`config.mk`:
```
export PLATFORM = sky130hd
export DESIGN_NAME = dds_sweep_ctrl
export DESIGN_NICKNAME = d
export VERILOG_FILES = /design/src/rtl/dds_sweep_ctrl.sv
export SDC_FILE = /design/constraint.sdc
export NUM_CORES = 1
export LEC_CHECK = 0
export ABC_AREA = 1
export BUFFER_PORTS_ARGS = -buffer_cell sky130_fd_sc_hd__buf_4
export CAP_MARGIN = 20
export CORE_MARGIN = 3
export CORE_UTILIZATION = 57
export DETAILED_ROUTE_END_ITERATION = 16
export GPL_TIMING_DRIVEN = 0
export PLACE_DENSITY = 0.81
export SLEW_MARGIN = 25
export SYNTH_ARGS = -nofsm -noshare
export SYNTH_HDL_FRONTEND = slang
export SYNTH_SLANG_ARGS = --single-unit
export TNS_END_PERCENT = 20
```
`constraint.sdc`:
```
create_clock -name clk -period 2.8 [get_ports clk]
set_input_delay 0.84 -clock clk [delete_from_list [all_inputs] [get_ports clk]]
set_output_delay 0.84 -clock clk [all_outputs]
set_load 0.01 [all_outputs]
```
`src/rtl/dds_sweep_ctrl.sv`:
```
`default_nettype none
// ============================================================================
// Module      : dds_sweep_ctrl
// Description : Linear frequency-sweep sequencer for the DDS DAC core.
//               It accepts one sweep command over a valid/ready port. It then
//               steps the frequency word from the start value by a signed
//               increment. Each value is held for (dwell+1) clock cycles. The
//               sweep can run once or repeat, and abort stops it.
// Ports       : clk, rst              - clock, synchronous active-high reset
//               cfg_valid/cfg_ready   - command handshake (ready only in IDLE)
//               cfg_start_fw, cfg_step_fw, cfg_steps, cfg_dwell, cfg_pha,
//               cfg_repeat            - sweep command fields
//               abort                 - terminate a running sweep
//               fre_word, pha_word    - tuning words to the DAC core
//               busy                  - sweep in progress
//               step_pulse            - fre_word changed inside RUN
//               done_pulse            - single-shot sweep finished
// Revision    : 1.0 - initial release
// ============================================================================
module dds_sweep_ctrl #(
  parameter int FW_W    = 32,
  parameter int STEP_W  = 16,
  parameter int DWELL_W = 16
) (
  input  logic               clk,
  input  logic               rst,
  input  logic               cfg_valid,
  output logic               cfg_ready,
  input  logic [FW_W-1:0]    cfg_start_fw,
  input  logic [FW_W-1:0]    cfg_step_fw,
  input  logic [STEP_W-1:0]  cfg_steps,
  input  logic [DWELL_W-1:0] cfg_dwell,
  input  logic [FW_W-1:0]    cfg_pha,
  input  logic               cfg_repeat,
  input  logic               abort,
  output logic [FW_W-1:0]    fre_word,
  output logic [FW_W-1:0]    pha_word,
  output logic               busy,
  output logic               step_pulse,
  output logic               done_pulse
);

  typedef enum logic [0:0] {
    S_IDLE = 1'b0,
    S_RUN  = 1'b1
  } state_t;

  localparam logic [STEP_W-1:0]  C_IDX_ONE  = {{(STEP_W-1){1'b0}}, 1'b1};
  localparam logic [DWELL_W-1:0] C_DCNT_ONE = {{(DWELL_W-1){1'b0}}, 1'b1};

  state_t             state_q, state_d;
  logic [FW_W-1:0]    fre_q, fre_d;
  logic [FW_W-1:0]    pha_q, pha_d;
  logic [FW_W-1:0]    start_q, start_d;
  logic [FW_W-1:0]    step_q, step_d;
  logic [STEP_W-1:0]  steps_q, steps_d;
  logic [DWELL_W-1:0] dwell_q, dwell_d;
  logic               rep_q, rep_d;
  logic [STEP_W-1:0]  idx_q, idx_d;
  logic [DWELL_W-1:0] dcnt_q, dcnt_d;
  logic               step_pulse_q, step_pulse_d;
  logic               done_q, done_d;

  always_ff @(posedge clk) begin
    if (rst) begin
      state_q      <= S_IDLE;
      fre_q        <= '0;
      pha_q        <= '0;
      start_q      <= '0;
      step_q       <= '0;
      steps_q      <= '0;
      dwell_q      <= '0;
      rep_q        <= 1'b0;
      idx_q        <= '0;
      dcnt_q       <= '0;
      step_pulse_q <= 1'b0;
      done_q       <= 1'b0;
    end else begin
      state_q      <= state_d;
      fre_q        <= fre_d;
      pha_q        <= pha_d;
      start_q      <= start_d;
      step_q       <= step_d;
      steps_q      <= steps_d;
      dwell_q      <= dwell_d;
      rep_q        <= rep_d;
      idx_q        <= idx_d;
      dcnt_q       <= dcnt_d;
      step_pulse_q <= step_pulse_d;
      done_q       <= done_d;
    end
  end

  always_comb begin
    state_d      = state_q;
    fre_d        = fre_q;
    pha_d        = pha_q;
    start_d      = start_q;
    step_d       = step_q;
    steps_d      = steps_q;
    dwell_d      = dwell_q;
    rep_d        = rep_q;
    idx_d        = idx_q;
    dcnt_d       = dcnt_q;
    step_pulse_d = 1'b0;
    done_d       = 1'b0;

    case (state_q)
      S_IDLE: begin
        // abort has no meaning here, so a command arriving together with
        // abort is simply accepted.
        if (cfg_valid) begin
          start_d = cfg_start_fw;
          step_d  = cfg_step_fw;
          steps_d = cfg_steps;
          dwell_d = cfg_dwell;
          rep_d   = cfg_repeat;
          fre_d   = cfg_start_fw;
          pha_d   = cfg_pha;
          idx_d   = '0;
          dcnt_d  = cfg_dwell;
          state_d = S_RUN;
        end
      end
      S_RUN: begin
        if (abort) begin
          state_d = S_IDLE;
          fre_d   = '0;
        end else if (dcnt_q != '0) begin
          dcnt_d = dcnt_q - C_DCNT_ONE;
        end else if (idx_q != steps_q) begin
          // Modular add: a negative step in two's complement decrements.
          fre_d        = fre_q + step_q;
          idx_d        = idx_q + C_IDX_ONE;
          dcnt_d       = dwell_q;
          step_pulse_d = 1'b1;
        end else if (rep_q) begin
          fre_d        = start_q;
          idx_d        = '0;
          dcnt_d       = dwell_q;
          step_pulse_d = 1'b1;
        end else begin
          // The final word stays on the DAC after a single-shot sweep.
          state_d = S_IDLE;
          done_d  = 1'b1;
        end
      end
      default: state_d = S_IDLE;
    endcase
  end

  assign cfg_ready  = (state_q == S_IDLE);
  assign busy       = (state_q == S_RUN);
  assign fre_word   = fre_q;
  assign pha_word   = pha_q;
  assign step_pulse = step_pulse_q;
  assign done_pulse = done_q;

endmodule
`default_nettype wire
```
# Word-level counts from Yosys, hierarchy flattened
# Index checks and enable logic that the tools add are counted.
dict set report word_totals {
  register_bits 196
  inputBits 133
  output_inout_bits 68
  elab_cells 56
}
dict set report classes {
  n_addsub 3
  n_eq_ne 8
  mux 25
  bitwise_logic 1
  reduce_logical 7
}
# op n
set op_table {}
lappend op_table {{$mux W16} 10}
lappend op_table {{$mux W32} 5}
lappend op_table {{$pmux W16 S2} 2}
lappend op_table {{$pmux W32 S2} 1}
lappend op_table {{$add A32 B32 Y32} 1}
lappend op_table {{$add A16 B1 Y16 const B} 1}
lappend op_table {{$ne A16 B16 Y1} 1}
lappend op_table {{$reduce_bool A16 Y1} 1}
lappend op_table {{$sub A16 B1 Y16 const B} 1}
lappend op_table {{$mux W1} 6}
lappend op_table {{$ne A2 B2 Y1 const B} 3}
lappend op_table {{$reduce_and A3 Y1} 2}
lappend op_table {{$reduce_or A5 Y1} 1}
lappend op_table {{$ne A4 B1 Y1 const B} 1}
lappend op_table {{$ne A4 B2 Y1 const B} 1}
lappend op_table {{$reduce_and A4 Y1} 1}
lappend op_table {{$reduce_or A4 Y1} 1}
lappend op_table {{$ne A3 B1 Y1 const B} 1}
lappend op_table {{$ne A3 B3 Y1 const B} 1}
lappend op_table {{$pmux W1 S2} 1}
lappend op_table {{$reduce_and A2 Y1} 1}
lappend op_table {{$not A1 Y1} 1}

# Logic depth before layout (Yosys ltp)
dict set report depth {
  word_depth 5
  mapped_depth 15
  ltp_nobuf 15
}

# Least setup slack after synthesis
# Ideal clock, no wire load.
dict set report synth_path {
  path_type {register to register}
  startpoint {register fre_q[0] (netlist: fre_word[0])}
  endpoint {register fre_q[12] (netlist: fre_word[12])}
  setup_ns 0.064
  arrival_ns 1.929
  t_required_ns 2.736
  path_slack_ns 0.808
  stages_incl_launch_ff 13
  path_buffers 0
  synth_period_minus_slack_ns 1.992
  cell_sequence {dfxtp_1 ha_1 fa_1 nand3_1 nand3_1 nand3_1 nand3b_1 or2_2 nand3_1 nand2_1 nand2_1 nor2_1 nor2_1}
}
dict set report synth_via {
  elab_chain_cells 5
}
# element line_no
set synth_lines {}
lappend synth_lines {{start, declared} 52} ;# logic [FW_W-1:0] fre_q, fre_d;
lappend synth_lines {{start signal, assigned} 80} ;# fre_q <= fre_d;
lappend synth_lines {{$add A32 B32 Y32} 133} ;# fre_d = fre_q + step_q;
lappend synth_lines {{$mux W32} 131} ;# end else if (idx_q != steps_q) begin
lappend synth_lines {{$mux W32} 129} ;# end else if (dcnt_q != '0) begin
lappend synth_lines {{$mux W32} 126} ;# if (abort) begin
lappend synth_lines {{$pmux W32 S2} 108} ;# case (state_q)
# Every way passes these cells. The select of a mux whose other input is x is not followed.
# A chain may end at the register's enable or synchronous reset.

# Worst setup path in the final report
dict set report layout_path {
  startpoint {register state_q (netlist: busy)}
  endpoint {output port cfg_ready}
}
dict set report layout_via {
  elab_chain_cells 1
}
# element line_no
set layout_lines {}
lappend layout_lines {{start, declared} 51} ;# state_t state_q, state_d;
lappend layout_lines {{start signal, assigned} 79} ;# state_q <= state_d;
lappend layout_lines {{$not A1 Y1 (no line)} -}
lappend layout_lines {{end, declared} 28} ;# output logic cfg_ready,
# Every way passes these cells.

==> impl_metrics.toml <==
[cts]
htree_levels = 4
clk_latency_ps = 450
ctsHoldBuffers = 0
cts_made_buffers = 17
numClockSinks = 196
cts_root_buffer = "clkbuf_16"
cts_tree = "built"
cts_max_path_buffers = 2
clk_pin_slew_worst_paths_ps = 90

[placement]
dp_hpwl_um = 28400
io_buffers = 199
dpl_cell_area_mm2 = 0.0135
gp_congestion = 0.968
place_ws_ps = -59.9

[sta]
finalHoldViolations = 0
period_share_pct = 97.2
setup-violations-final = 0
clock_skew_ps = 20.8
fin_ws_ps = 79.6
drv_slew = 0
tightest_slew_ps = 835
tns_ps = 0
layout_min_cycle_time_ps = 2720
max_freq_mhz = 368
relSlewSlack_pct = 44.3
rsz0062_at_grt = "false"

[die]
die_height_um = 149
ios = 201
row_count = 51
dieArea_mm2 = 0.0222
initial_core_util_pct = 59.1
die_width_um = 149
core_area_mm2 = 0.0198

[final_layout]
finalInstanceArea_mm2 = 0.0141
multiInputGateArea_mm2 = 0.00640
layout-drive-gt1-share_pct = 13.7
diodes = 0
fin_nets = 2303
regArea_mm2 = 0.00392
area_growth_pct = 21.1
fill_cells = 1830

[setup_path]
crit_type = "flip-flop to output pin"
reg2reg_depth = 7
arrival_ps = 1880
crit_slowest_cell = "inv_1"
max_stage_delay_ps = 430
cp_data_required_time_ps = 1960
startpoint_type = "flip-flop"
path_cells = "inv_1, clkbuf_2, buf_4"
rr_endpoint = "fre_word[19]"
critPathBufInv = 3
cpLargestDelayFamily = "buffers and inverters"
rrSetupSlack_ps = 280
crit_path_end_kind = "output pin"
worst-path-max-fanout = 14
r2r_start = "busy"

[global_routing]
grt_overflow_total = 0
grt_antenna_before_repair = 0
grt_max_degree = 24
grt_use_total_pct = 32.4
grt_pass1_vias = 11900
grt_pass1_wl_um = 57900

[yosys]
netlist.top_cell.by_area = "dfxtp_1"
synthXorXnorAreaFrac_pct = 2.55
synthSimpleGateAreaFrac_pct = 36.9
synth.distinct_cells = 41
synth_top_family_by_area = "simple AND/OR/NAND/NOR gates"
syn_area_per_cell_um2 = 6.09
synth_compound_area_share_pct = 11.5
synth.net_count = 2086
ys_ff_latch = 196
synthMuxAreaShare_pct = 0
syn-cell-area_mm2 = 0.0117
synth_fa_ha_area_share_pct = 3.81
synthTopCellsByArea = "dfxtp_1 (34%), nand2_1 (17%), nor2_1 (12%), inv_1 (8.2%), o21ai_0 (6.2%)"
yosysSeqAreaShare_pct = 33.6
yosysTopAreaCellShare_pct = 33.6
synth_cells = 1918
synth_warnings = 0

[pwr]
pwr_density_cell_mw_per_mm2 = 551
p_leak_nw = 7.34
ir_drop_uv = 404

[routing]
viasPerCell = 5.18
drcViolationCount = 0
antenna_left = 0
drt_pass1_iterations = 7
vias = 12500
first_iter_violations = 911
wirelength_um = 36700
wl_per_cell_um = 15.2

[run]
maxCapViolCount = 0

[hold_path]
hold_class = "flip-flop to flip-flop"
hold_end = "start_q[0]"
worstHoldStart = "start_q[0]"
hold_depth = 2

[outcome]
status = "finished clean"
==> how the worst max path moves through the flow <==
| stage | start | end | slack (ps) | depth (start not counted) |
|---|---|---|---|---|
| floorplan | fre_word[0] | fre_word[12] | 810 | 12 |
| global placement | rst | steps_q[11] | -6 | 6 |
| detailed placement | cfg_valid | dwell_q[9] | -60 | 7 |
| CTS | busy | cfg_ready | 100 | 3 |
| global route | busy | cfg_ready | 40 | 3 |
| finish | busy | cfg_ready | 80 | 3 |
==> kinds of logic after synthesis <==
| family | Yosys count |
|---|---|
| xor gates and xnor gates | 34 |
| AOI/OAI and AO/OA | 251 |
| and+or+nand+nor | 1058 |
| DFF | 196 |
| adders and majority gates | 35 |
| buffers and inverters | 344 |
==> what timing repair did <==
item,in CTS,in global routing
resized for setup,1,0
endpoints found under the setup margin,1,0
setup buffers,0,0
==> worst reg2reg max path: cells and delay by family, from the launching register on <==
kind            cells  cell delay (ps)
buf+inv             3              990
compound gates      2              290
flops               1              450
simple gates        2              720
==> registers in the layout (all words and copies together), names as in the netlist, 16 cells and up <==
name / count
pha_word: 32
steps_q: 16
step_q: 32
fre_word: 32
idx_q: 16
dcnt_q: 16
dwell_q: 16
start_q: 32
==> power by group <==
group          total, mW  internal, mW  switching [mW]  leakage (nW)
logic               1.97         0.757            1.21          5.41
registers           3.19          3.02           0.174          1.62
clock network       2.63          1.25            1.37         0.302
total               7.79          5.03            2.76          7.34
==> through the flow <==
step                      utilization [%]  std cells  hold slack [ps]  total power, mW
after floorplan                         -       1918              430             4.46
after global placement               68.3       2382              439             5.15
after detailed placement             68.3       2382              447             5.19
after CTS                            71.5       2413              459             7.79
after global routing                 71.5       2413              480             8.17
final                                71.5       2413              457             7.79
==> metal layers <==
metal / vias to the layer above / part of all wire, % / global-route usage, %
met2: 462 / 47 / 54.6
li1: 6358 / - / -
met1: 5596 / 42 / 41.0
met5: - / 0 / 0
met3: 85 / 7.4 / 5.50
met4: 0 / 3.6 / 14.0
==> cells in the final DEF (no fill, tap or decap), types with 2 or more instances in the layout <==
cell type	instances
buf_4	204
inv_2	8
nand3_1	83
nand3b_1	2
xor2_1	27
clkbuf_1	54
o211ai_1	2
a211oi_1	8
clkinv_8	6
o21bai_1	3
inv_12	5
nor3_1	35
nand2_2	3
nand2_4	10
o21ai_0	145
nor2_1	370
a21oi_2	10
buf_1	7
buf_6	4
ha_1	34
and2_1	3
nand2_1	527
dfxtp_1	196
nand3_2	3
nor2_2	3
o22ai_1	5
a21oi_1	73
inv_1	254
nand4_1	11
xnor2_1	7
or2_2	4
clkbuf_16	17
buf_2	9
==> cells in the mapped netlist, drive strengths merged <==
master,count
nand3,87
nor2,373
clkbuf,56
xor2,27
nand4,12
a22oi,1
buf,26
o21ai,146
ha,34
o22ai,5
dfxtp,196
a21o,1
a31oi,1
nor3,36
a21oi,83
xnor2,7
o21bai,3
fa,1
and2,3
o31ai,1
inv,262
or2,4
nand3b,2
a211oi,8
nand2,540
nor4,1
o211ai,2
==> final cells by class <==
type / instances / area share (%)
inverters: 262 / 6.95
flip-flops and latches: 196 / 27.7
clock buffers: 17 / 3.01
well taps: 265 / 2.34
plain buffers: 81 / 2.66
multi-input cells: 1378 / 45.2
clock inverters: 15 / 1.52
repair buffers: 199 / 10.6
Note: power is estimated with default switching activity, not from simulation.
